==> src/rtl/box_pkg.sv <==
// Shared types, screen constants and the next-position helper for the box motion path.
// Define BOX_MOTION_WRAP_EN to wrap at the screen edges instead of clamping.
package box_pkg;

   localparam int COORD_W      = 11;
   localparam int H_ACTIVE_DEF = 640;
   localparam int V_ACTIVE_DEF = 480;

   typedef enum logic {
      S_IDLE    = 1'b0,
      S_PENDING = 1'b1
   } state_t;

   // One axis: +step when only inc is set, -step when only dec is set, then clamp/wrap.
   function automatic logic [COORD_W-1:0] next_coord(
      input logic [COORD_W-1:0] pos,
      input logic               inc,
      input logic               dec,
      input logic [COORD_W-1:0] step,
      input logic [COORD_W-1:0] max_pos
   );
      logic signed [COORD_W:0] delta;
      logic signed [COORD_W:0] sum;
      delta = '0;
      if (inc && !dec)
         delta = $signed({1'b0, step});
      else if (dec && !inc)
         delta = -$signed({1'b0, step});
      sum = $signed({1'b0, pos}) + delta;
`ifdef BOX_MOTION_WRAP_EN
      if (sum[COORD_W])
         return max_pos;
      if (sum > $signed({1'b0, max_pos}))
         return '0;
`else
      if (sum[COORD_W])
         return '0;
      if (sum > $signed({1'b0, max_pos}))
         return max_pos;
`endif
      return sum[COORD_W-1:0];
   endfunction

endpackage

==> src/rtl/move_tick_gen.sv <==
// Button synchronizers and the move-tick prescaler feeding the box motion FSM.
module move_tick_gen #(
   parameter int TICK_DIV = 4_000_000
) (
   input  logic       clk,
   input  logic       rst,
   input  logic       up,
   input  logic       down,
   input  logic       left,
   input  logic       right,
   output logic [3:0] dir,
   output logic       tick
);

   localparam int CNT_W = $clog2(TICK_DIV);

   logic [3:0]       r_sync1;
   logic [3:0]       r_sync2;
   logic [CNT_W-1:0] r_cnt;
   logic             w_last;

   assign w_last = (r_cnt == CNT_W'(TICK_DIV - 1));

   // NOTE: sequential state uses non-blocking assignments so every flop samples pre-edge values.
   always_ff @(posedge clk or posedge rst) begin
      if (rst) begin
         r_sync1 <= '0;
         r_sync2 <= '0;
         r_cnt   <= '0;
      end else begin
         r_sync1 <= {right, left, down, up};
         r_sync2 <= r_sync1;
         r_cnt   <= w_last ? '0 : r_cnt + 1'b1;
      end
   end

   assign dir  = r_sync2;
   assign tick = w_last;

endmodule

==> src/rtl/box_motion_ctrl.sv <==
// Paces box moves on the tick and commits them only on frame_start so a frame never tears.
// Edge behaviour (clamp vs wrap) is selected by BOX_MOTION_WRAP_EN in box_pkg.
module box_motion_ctrl
   import box_pkg::*;
#(
   parameter int TICK_DIV = 4_000_000,
   parameter int STEP     = 5,
   parameter int H_ACTIVE = H_ACTIVE_DEF,
   parameter int V_ACTIVE = V_ACTIVE_DEF,
   parameter int BOX_W    = 50,
   parameter int BOX_H    = 50,
   parameter int X_INIT   = 200,
   parameter int Y_INIT   = 100
) (
   input  logic               clk,
   input  logic               rst,
   input  logic               up,
   input  logic               down,
   input  logic               left,
   input  logic               right,
   input  logic               frame_start,
   output logic [COORD_W-1:0] box_x,
   output logic [COORD_W-1:0] box_y,
   output logic               pending,
   output logic               moved
);

   localparam logic [COORD_W-1:0] X_MAX  = COORD_W'(H_ACTIVE - BOX_W);
   localparam logic [COORD_W-1:0] Y_MAX  = COORD_W'(V_ACTIVE - BOX_H);
   localparam logic [COORD_W-1:0] STEP_C = COORD_W'(STEP);
   localparam logic [COORD_W-1:0] X_RST  = COORD_W'(X_INIT);
   localparam logic [COORD_W-1:0] Y_RST  = COORD_W'(Y_INIT);

   logic [3:0]         w_dir;
   logic               w_tick;
   logic [COORD_W-1:0] w_nx;
   logic [COORD_W-1:0] w_ny;

   state_t             r_state;
   logic [COORD_W-1:0] r_box_x;
   logic [COORD_W-1:0] r_box_y;
   logic [COORD_W-1:0] r_nx;
   logic [COORD_W-1:0] r_ny;
   logic               r_pending;
   logic               r_moved;

   move_tick_gen #(
      .TICK_DIV(TICK_DIV)
   ) u_tick_gen (
      .clk  (clk),
      .rst  (rst),
      .up   (up),
      .down (down),
      .left (left),
      .right(right),
      .dir  (w_dir),
      .tick (w_tick)
   );

   // dir = {right, left, down, up}
   assign w_nx = next_coord(r_box_x, w_dir[3], w_dir[2], STEP_C, X_MAX);
   assign w_ny = next_coord(r_box_y, w_dir[1], w_dir[0], STEP_C, Y_MAX);

   always_ff @(posedge clk or posedge rst) begin
      if (rst) begin
         r_state   <= S_IDLE;
         r_box_x   <= X_RST;
         r_box_y   <= Y_RST;
         r_nx      <= X_RST;
         r_ny      <= Y_RST;
         r_pending <= 1'b0;
         r_moved   <= 1'b0;
      end else begin
         r_moved <= 1'b0;
         case (r_state)
            S_IDLE: begin
               if (w_tick && (w_dir != 4'd0)) begin
                  r_nx      <= w_nx;
                  r_ny      <= w_ny;
                  r_pending <= 1'b1;
                  r_state   <= S_PENDING;
               end
            end
            // Ticks here are dropped; only the latched move is committed.
            S_PENDING: begin
               if (frame_start) begin
                  r_box_x   <= r_nx;
                  r_box_y   <= r_ny;
                  r_moved   <= 1'b1;
                  r_pending <= 1'b0;
                  r_state   <= S_IDLE;
               end
            end
            default: r_state <= S_IDLE;
         endcase
      end
   end

   assign box_x   = r_box_x;
   assign box_y   = r_box_y;
   assign pending = r_pending;
   assign moved   = r_moved;

endmodule

==> config.mk <==
export PLATFORM = sky130hd
export DESIGN_NAME = box_motion_ctrl
export DESIGN_NICKNAME = d
export VERILOG_FILES = /design/src/rtl/box_pkg.sv /design/src/rtl/move_tick_gen.sv /design/src/rtl/box_motion_ctrl.sv
export SDC_FILE = /design/constraint.sdc
export NUM_CORES = 1
export LEC_CHECK = 0
export CAP_MARGIN = 20
export CORE_AREA = 2 2 91 93
export DETAILED_ROUTE_END_ITERATION = 10
export DIE_AREA = 0 0 93 95
export GPL_ROUTABILITY_DRIVEN = 0
export MAX_ROUTING_LAYER = met4
export PLACE_DENSITY = 0.79
export SYNTH_ARGS = -nofsm -noshare
export SYNTH_HDL_FRONTEND = slang
export SYNTH_SLANG_ARGS = --single-unit
==> constraint.sdc <==
create_clock -name clk -period 4.28 [get_ports clk]
set_clock_uncertainty 0.1 [all_clocks]
set_input_delay 0.642 -clock clk [delete_from_list [all_inputs] [get_ports clk]]
set_output_delay 0.642 -clock clk [all_outputs]
set_load 0.01 [all_outputs]
==> out/metrics.cfg, run 1 <==
[finish]
areaGrowthSynthToFinish_pct = 12.5
fin_cells = 606
design_area_um2 = 5100
diodes = 0
nets = 520
utilization = 0.643
drive_gt1_frac = 0.106

[sta]
maxSlewHeadroom = 0.385
totalNegativeSetupSlack_ps = 0
rsz0062_at_grt = no
fmax_mhz = 269
worst_pin_slew_ps = 922
layout_min_cycle_time_ps = 3720
drv_slew = 0
finalHoldViolations = 0
period_share = 0.870
setup_viol = 0

[cts]
cts_root_buffer = clkbuf_8
htree_levels = 3
cts.sinks = 77
cts_resized = 0
cts_hold_buf = 0
clk_latency_ps = 350
clk_path_buf_depth = 2
cts_tree = yes
cts-buffers-inserted = 9
clk_pin_slew_ps = 80
cts_setup_buffers = 0

[power]
p_int_uw = 1140
power_density_nw_per_um2 = 297
switching_share = 0.247
p_switching_uw = 374
ir_drop_uv = 215
share_comb_of_total_power = 0.110
power.clock.fraction = 0.390
pwr-share-seq = 0.501
leakage_uw = 0.00218

[placement]
place_hpwl_um = 7050
dp_cells = 590
port_buffers = 30
placed_cell_area_um2 = 4890

[drt]
dr_total_vias = 3709
routed_via_density = 6.12
wl_per_cell_um = 16.4
drt_pass1_iterations = 5
drtIter0Drc = 336
drc_errors = 0
wirelength_um = 9950
final_antenna_net_count = 0

[floorplanning]
die_area_um2 = 8840
core_um2 = 7930
start_util = 0.572
fp-row-count = 33
die_w_um = 93
ios = 31
die_y_um = 95

[yosys]
netlist_area_um2 = 4530
ys_types = 69
syn_nets = 499
yosysSeqAreaShare = 0.428
synth.avg_cell_area_um2 = 9.54
async_flop_share = 1.00
synth_warnings = 0
synth_edf_count = 0
synth_seq_cells = 77
synth_ff_type = dfrtp_1
synth_cells = 475

[grt]
grt_pass1_vias = 3588
antenna_found_initial = 0
grtUsageTotal = 0.250
grt-ovfl-total = 0
grt_first_pass_wirelength_um = 17000
grt_start_max_net_pins = 78

[setup_path]
cp.required_ps = 4420
cp-end-kind = flop
worstSetupPathType = flop to flop
cp_max_fo = 5
start_kind = flop
arrival_ps = 3860

[outcome]
outcome = finished, final reports clean

[hold_path]
min_path_type = flop to flop

[job]
cap_violations = 0

==> sequential cells by signal, summed over array words and instances (netlist names) <==
signal	cells
box_x	11
box_y	11
moved	1
pending	1
r_nx	11
r_ny	11
r_state	1
u_tick_gen.dir	4
u_tick_gen.r_cnt	22
u_tick_gen.r_sync1	4
==> through the flow <==
stage	hold WS (ps)	worst slack, ps	power, uW
3_3_place_gp	234	816	929
6_report	253	558	1510
4_1_cts	254	613	1520
2_1_floorplan	231	456	883
3_5_place_dp	236	641	934
5_1_grt	258	278	1570
==> worst paths after layout <==
check	from	end	slack (ps)	cells past startpoint
setup reg to reg	u_tick_gen.dir[0]	r_ny[7]	560	12
hold reg to reg	u_tick_gen.r_sync1[1]	u_tick_gen.dir[1]	250	0
max in group asynchronous	rst	r_nx[8]	2690	3
hold / removal	u_tick_gen.r_sync1[1]	u_tick_gen.dir[1]	250	0
setup / recovery	u_tick_gen.dir[0]	r_ny[7]	560	12
min in group asynchronous	rst	u_tick_gen.r_cnt[1]	780	3
==> power groups by stage <==
| stage | sequential (uW) | clock (uW) | combinational, uW |
|---|---|---|---|
| CTS | 757 | 594 | 165 |
| finish | 757 | 590 | 166 |
| floorplan | 765 | 0 | 118 |
| global route | 759 | 629 | 183 |
| global placement | 770 | 0 | 159 |
| detailed placement | 771 | 0 | 164 |
==> area by class of cell <==
type | count | area, um2
Inverter | 19 | 71.3
Sequential cell | 77 | 1940
Clock buffer | 12 | 135
Timing Repair Buffer | 35 | 338
Multi-Input combinational cell | 354 | 2410
Clock inverter | 4 | 73.8
Tap cell | 105 | 131
Fill cell | 668 | 2830
==> critical path: stages (launching register included) <==
cell and delay, ps:
dfrtp_1 380, inv_1 70, ha_1 300, ha_1 210
ha_1 210, a211oi_1 510, a21oi_1 150, a311oi_1 430
a211oi_1 120, xnor2_1 170, o21ai_0 510, o21ai_0 210
a22o_1 240
==> routing by layer <==
metal / global-route usage / wire length (um) / up-vias
met1: 0.323 / 4390 / 1821
li1: - / - / 1757
met5: - / 0 / -
met2: 0.399 / 4990 / 112
met4: 0.0748 / 150 / 0
met3: 0.0575 / 420 / 19
==> placed cells by master, fill, tap and decap left out, drive strengths merged, types with 14 or more instances in the layout <==
master | synthesis | layout
a21oi | 28 | 28
clkdlybuf4s50 | 0 | 30
dfrtp | 65 | 65
ha | 17 | 17
inv | 18 | 18
mux2 | 14 | 14
nand2 | 47 | 47
nor2 | 30 | 30
o21ai | 33 | 33
xnor2 | 22 | 22
xor2 | 16 | 16
==> cell usage after synthesis (3+ instances only) <==
| cell type | n | area share |
|---|---|---|
| a22o_1 | 5 | 0.0097 |
| buf_2 | 4 | 0.0044 |
| dfrtp_1 | 65 | 0.36 |
| o21a_1 | 3 | 0.0050 |
| a21o_1 | 3 | 0.0050 |
| ha_1 | 17 | 0.047 |
| or3_1 | 7 | 0.0097 |
| o211ai_1 | 5 | 0.0083 |
| nor3b_1 | 4 | 0.0066 |
| nand4_1 | 6 | 0.0083 |
| nor3_1 | 5 | 0.0055 |
| or2_2 | 3 | 0.0041 |
| xnor2_1 | 22 | 0.043 |
| nor2_1 | 30 | 0.025 |
| nor2b_1 | 7 | 0.0097 |
| nand2_1 | 47 | 0.039 |
| a311oi_1 | 3 | 0.0058 |
| a31oi_1 | 3 | 0.0041 |
| nand2b_1 | 4 | 0.0055 |
| and2_1 | 5 | 0.0069 |
| clkbuf_1 | 17 | 0.014 |
| dfstp_2 | 12 | 0.070 |
| and3_1 | 8 | 0.011 |
| a21oi_1 | 27 | 0.030 |
| xor2_1 | 16 | 0.031 |
| a211oi_1 | 6 | 0.0099 |
| o21ai_0 | 32 | 0.035 |
| nand3_1 | 13 | 0.014 |
| mux2_2 | 14 | 0.035 |
| and4_1 | 3 | 0.0058 |
| nor4_1 | 4 | 0.0055 |
| inv_1 | 18 | 0.015 |
| nand4b_1 | 3 | 0.0058 |
| mux2i_1 | 4 | 0.0088 |
| nand3b_1 | 4 | 0.0066 |
==> logic make-up after synthesis <==
| family | count (synthesis) | synth area share |
|---|---|---|
| adders and majority gates | 17 | 0.0469 |
| DFF | 77 | 0.428 |
| AOI/OAI and AO/OA | 119 | 0.176 |
| xor gates and xnor gates | 39 | 0.0784 |
| and+or+nand+nor | 161 | 0.187 |
| buffers and inverters | 44 | 0.0400 |
| muxes | 18 | 0.0436 |
No activity file was read; power rests on OpenSTA's default activity.
==> run 2: changes to the inputs <==
CORE_AREA = 10 10 99 101   (was 2 2 91 93)
DIE_AREA = 0 0 109 111   (was 0 0 93 95)
PLACE_DENSITY = 0.89   (was 0.79)
==> out/metrics.cfg, run 2 (synthesized netlist as in run 1, its figures left out) <==
[outcome]
outcome = finished, final reports clean

[power]
p_switching_uw = 393
power.clock.fraction = 0.420
switching_share = 0.247
leakage_uw = 0.00219
ir_drop_uv = 226
pwr-share-seq = 0.476
power_density_nw_per_um2 = 310
share_comb_of_total_power = 0.104
p_int_uw = 1200

[setup_path]
worstSetupPathType = flop to flop
path_common_cell = ha_1
cp_max_fo = 5
arrival_ps = 3730
rrSetupSlack_ps = 680
cp-end-kind = flop
cp_top_family = compound AO/OA/AOI/OAI gates
worstPathCellList = inv_1 > ha_1 > ha_1 > ha_1 > a211oi_1 > a21oi_1 > a311oi_1 > a211oi_1 > xnor2_1 > o21ai_0 > o21ai_0 > a22o_1
path_buf_inv = 1
start_kind = flop
slowest_delay_ps = 500
cp.required_ps = 4410
crit_path_top_delay_cell = a211oi_1

[sta]
setup_viol = 0
finalHoldViolations = 0
totalNegativeSetupSlack_ps = 0
period_share = 0.841
drv_slew = 0
layout_min_cycle_time_ps = 3600
whs_ps = 252
fmax_mhz = 278
rsz0062_at_grt = no
maxSlewHeadroom = 0.367
worst_pin_slew_ps = 925

[drt]
routed_via_density = 6.14
wl_per_cell_um = 16.9
dr_total_vias = 3716
wirelength_um = 10200
drc_errors = 0
drtIter0Drc = 216
final_antenna_net_count = 0
drt_pass1_iterations = 7

[cts]
cts_root_buffer = clkbuf_8
cts-buffers-inserted = 9
clk_pin_slew_ps = 80
cts_setup_buffers = 0
cts_tree = yes
clk_latency_ps = 340
clk_path_buf_depth = 2
cts_resized = 0
cts.sinks = 77
cts_hold_buf = 0
htree_levels = 3

[job]
cap_violations = 0

[floorplanning]
die_w_um = 109
die_y_um = 111
fp-row-count = 33
core_um2 = 7970
die_area_um2 = 12100
ios = 31
start_util = 0.569

[finish]
areaGrowthSynthToFinish_pct = 13.2
final_common_cell = dfrtp_1
nets = 519
largest_reg_flops = 22
top_register = u_tick_gen.r_cnt
layout_common_cells = dfrtp_1, nand2_1, o21ai_0
fin_cells = 605
drive_gt1_frac = 0.110
diodes = 0

[placement]
port_buffers = 30
place_hpwl_um = 7340
dp_cells = 589

[grt]
antenna_found_initial = 0
grt_start_max_net_pins = 41
grt-ovfl-total = 0
grt_first_pass_wirelength_um = 17200
grt_pass1_vias = 3575
grtUsageTotal = 0.176

[hold_path]
min_path_type = flop to flop

==> run 2: worst paths after layout <==
path                                  startpoint  cells past startpoint                     to
setup / recovery               u_tick_gen.dir[0]                     12                r_ny[7]
hold / removal             u_tick_gen.r_sync1[2]                      0      u_tick_gen.dir[2]
setup reg to reg               u_tick_gen.dir[0]                     12                r_ny[7]
hold reg to reg            u_tick_gen.r_sync1[2]                      0      u_tick_gen.dir[2]
max in group asynchronous                    rst                      3               box_y[6]
min in group asynchronous                    rst                      2  u_tick_gen.r_sync1[2]
==> run 2: cell type report <==
type | count | area, um2
clock buffers | 9 | 124
clock inverters | 7 | 123
fillers | 634 | 2840
inverters | 19 | 71.3
multi-input cells | 354 | 2410
flip-flops and latches | 77 | 1940
well taps | 105 | 131
repair buffers | 34 | 330
==> run 2: stage by stage <==
step | instance area, um2 | setup WS (ps) | utilization | total power (uW)
after global routing | 5130 | 340 | 0.644 | 1650
after CTS | 5130 | 746 | 0.644 | 1600
after global placement | 4880 | 1000 | 0.613 | 927
after detailed placement | 4880 | 756 | 0.613 | 935
final | 5130 | 681 | 0.644 | 1590
after floorplan | 4530 | 456 | - | 883
==> run 2: power by group through the flow <==
stage	clock, uW	combinational, uW	sequential, uW
final	669	166	757
after global routing	709	183	759
after CTS	677	166	757
after detailed placement	0	164	771
after global placement	0	158	770
after floorplan	0	118	765
==> run 2: per-layer routing <==
layer	GRT usage	wire, um
met1	0.216	4150
met2	0.284	5190
met3	0.0378	652
met4	0.0519	253
met5	-	0
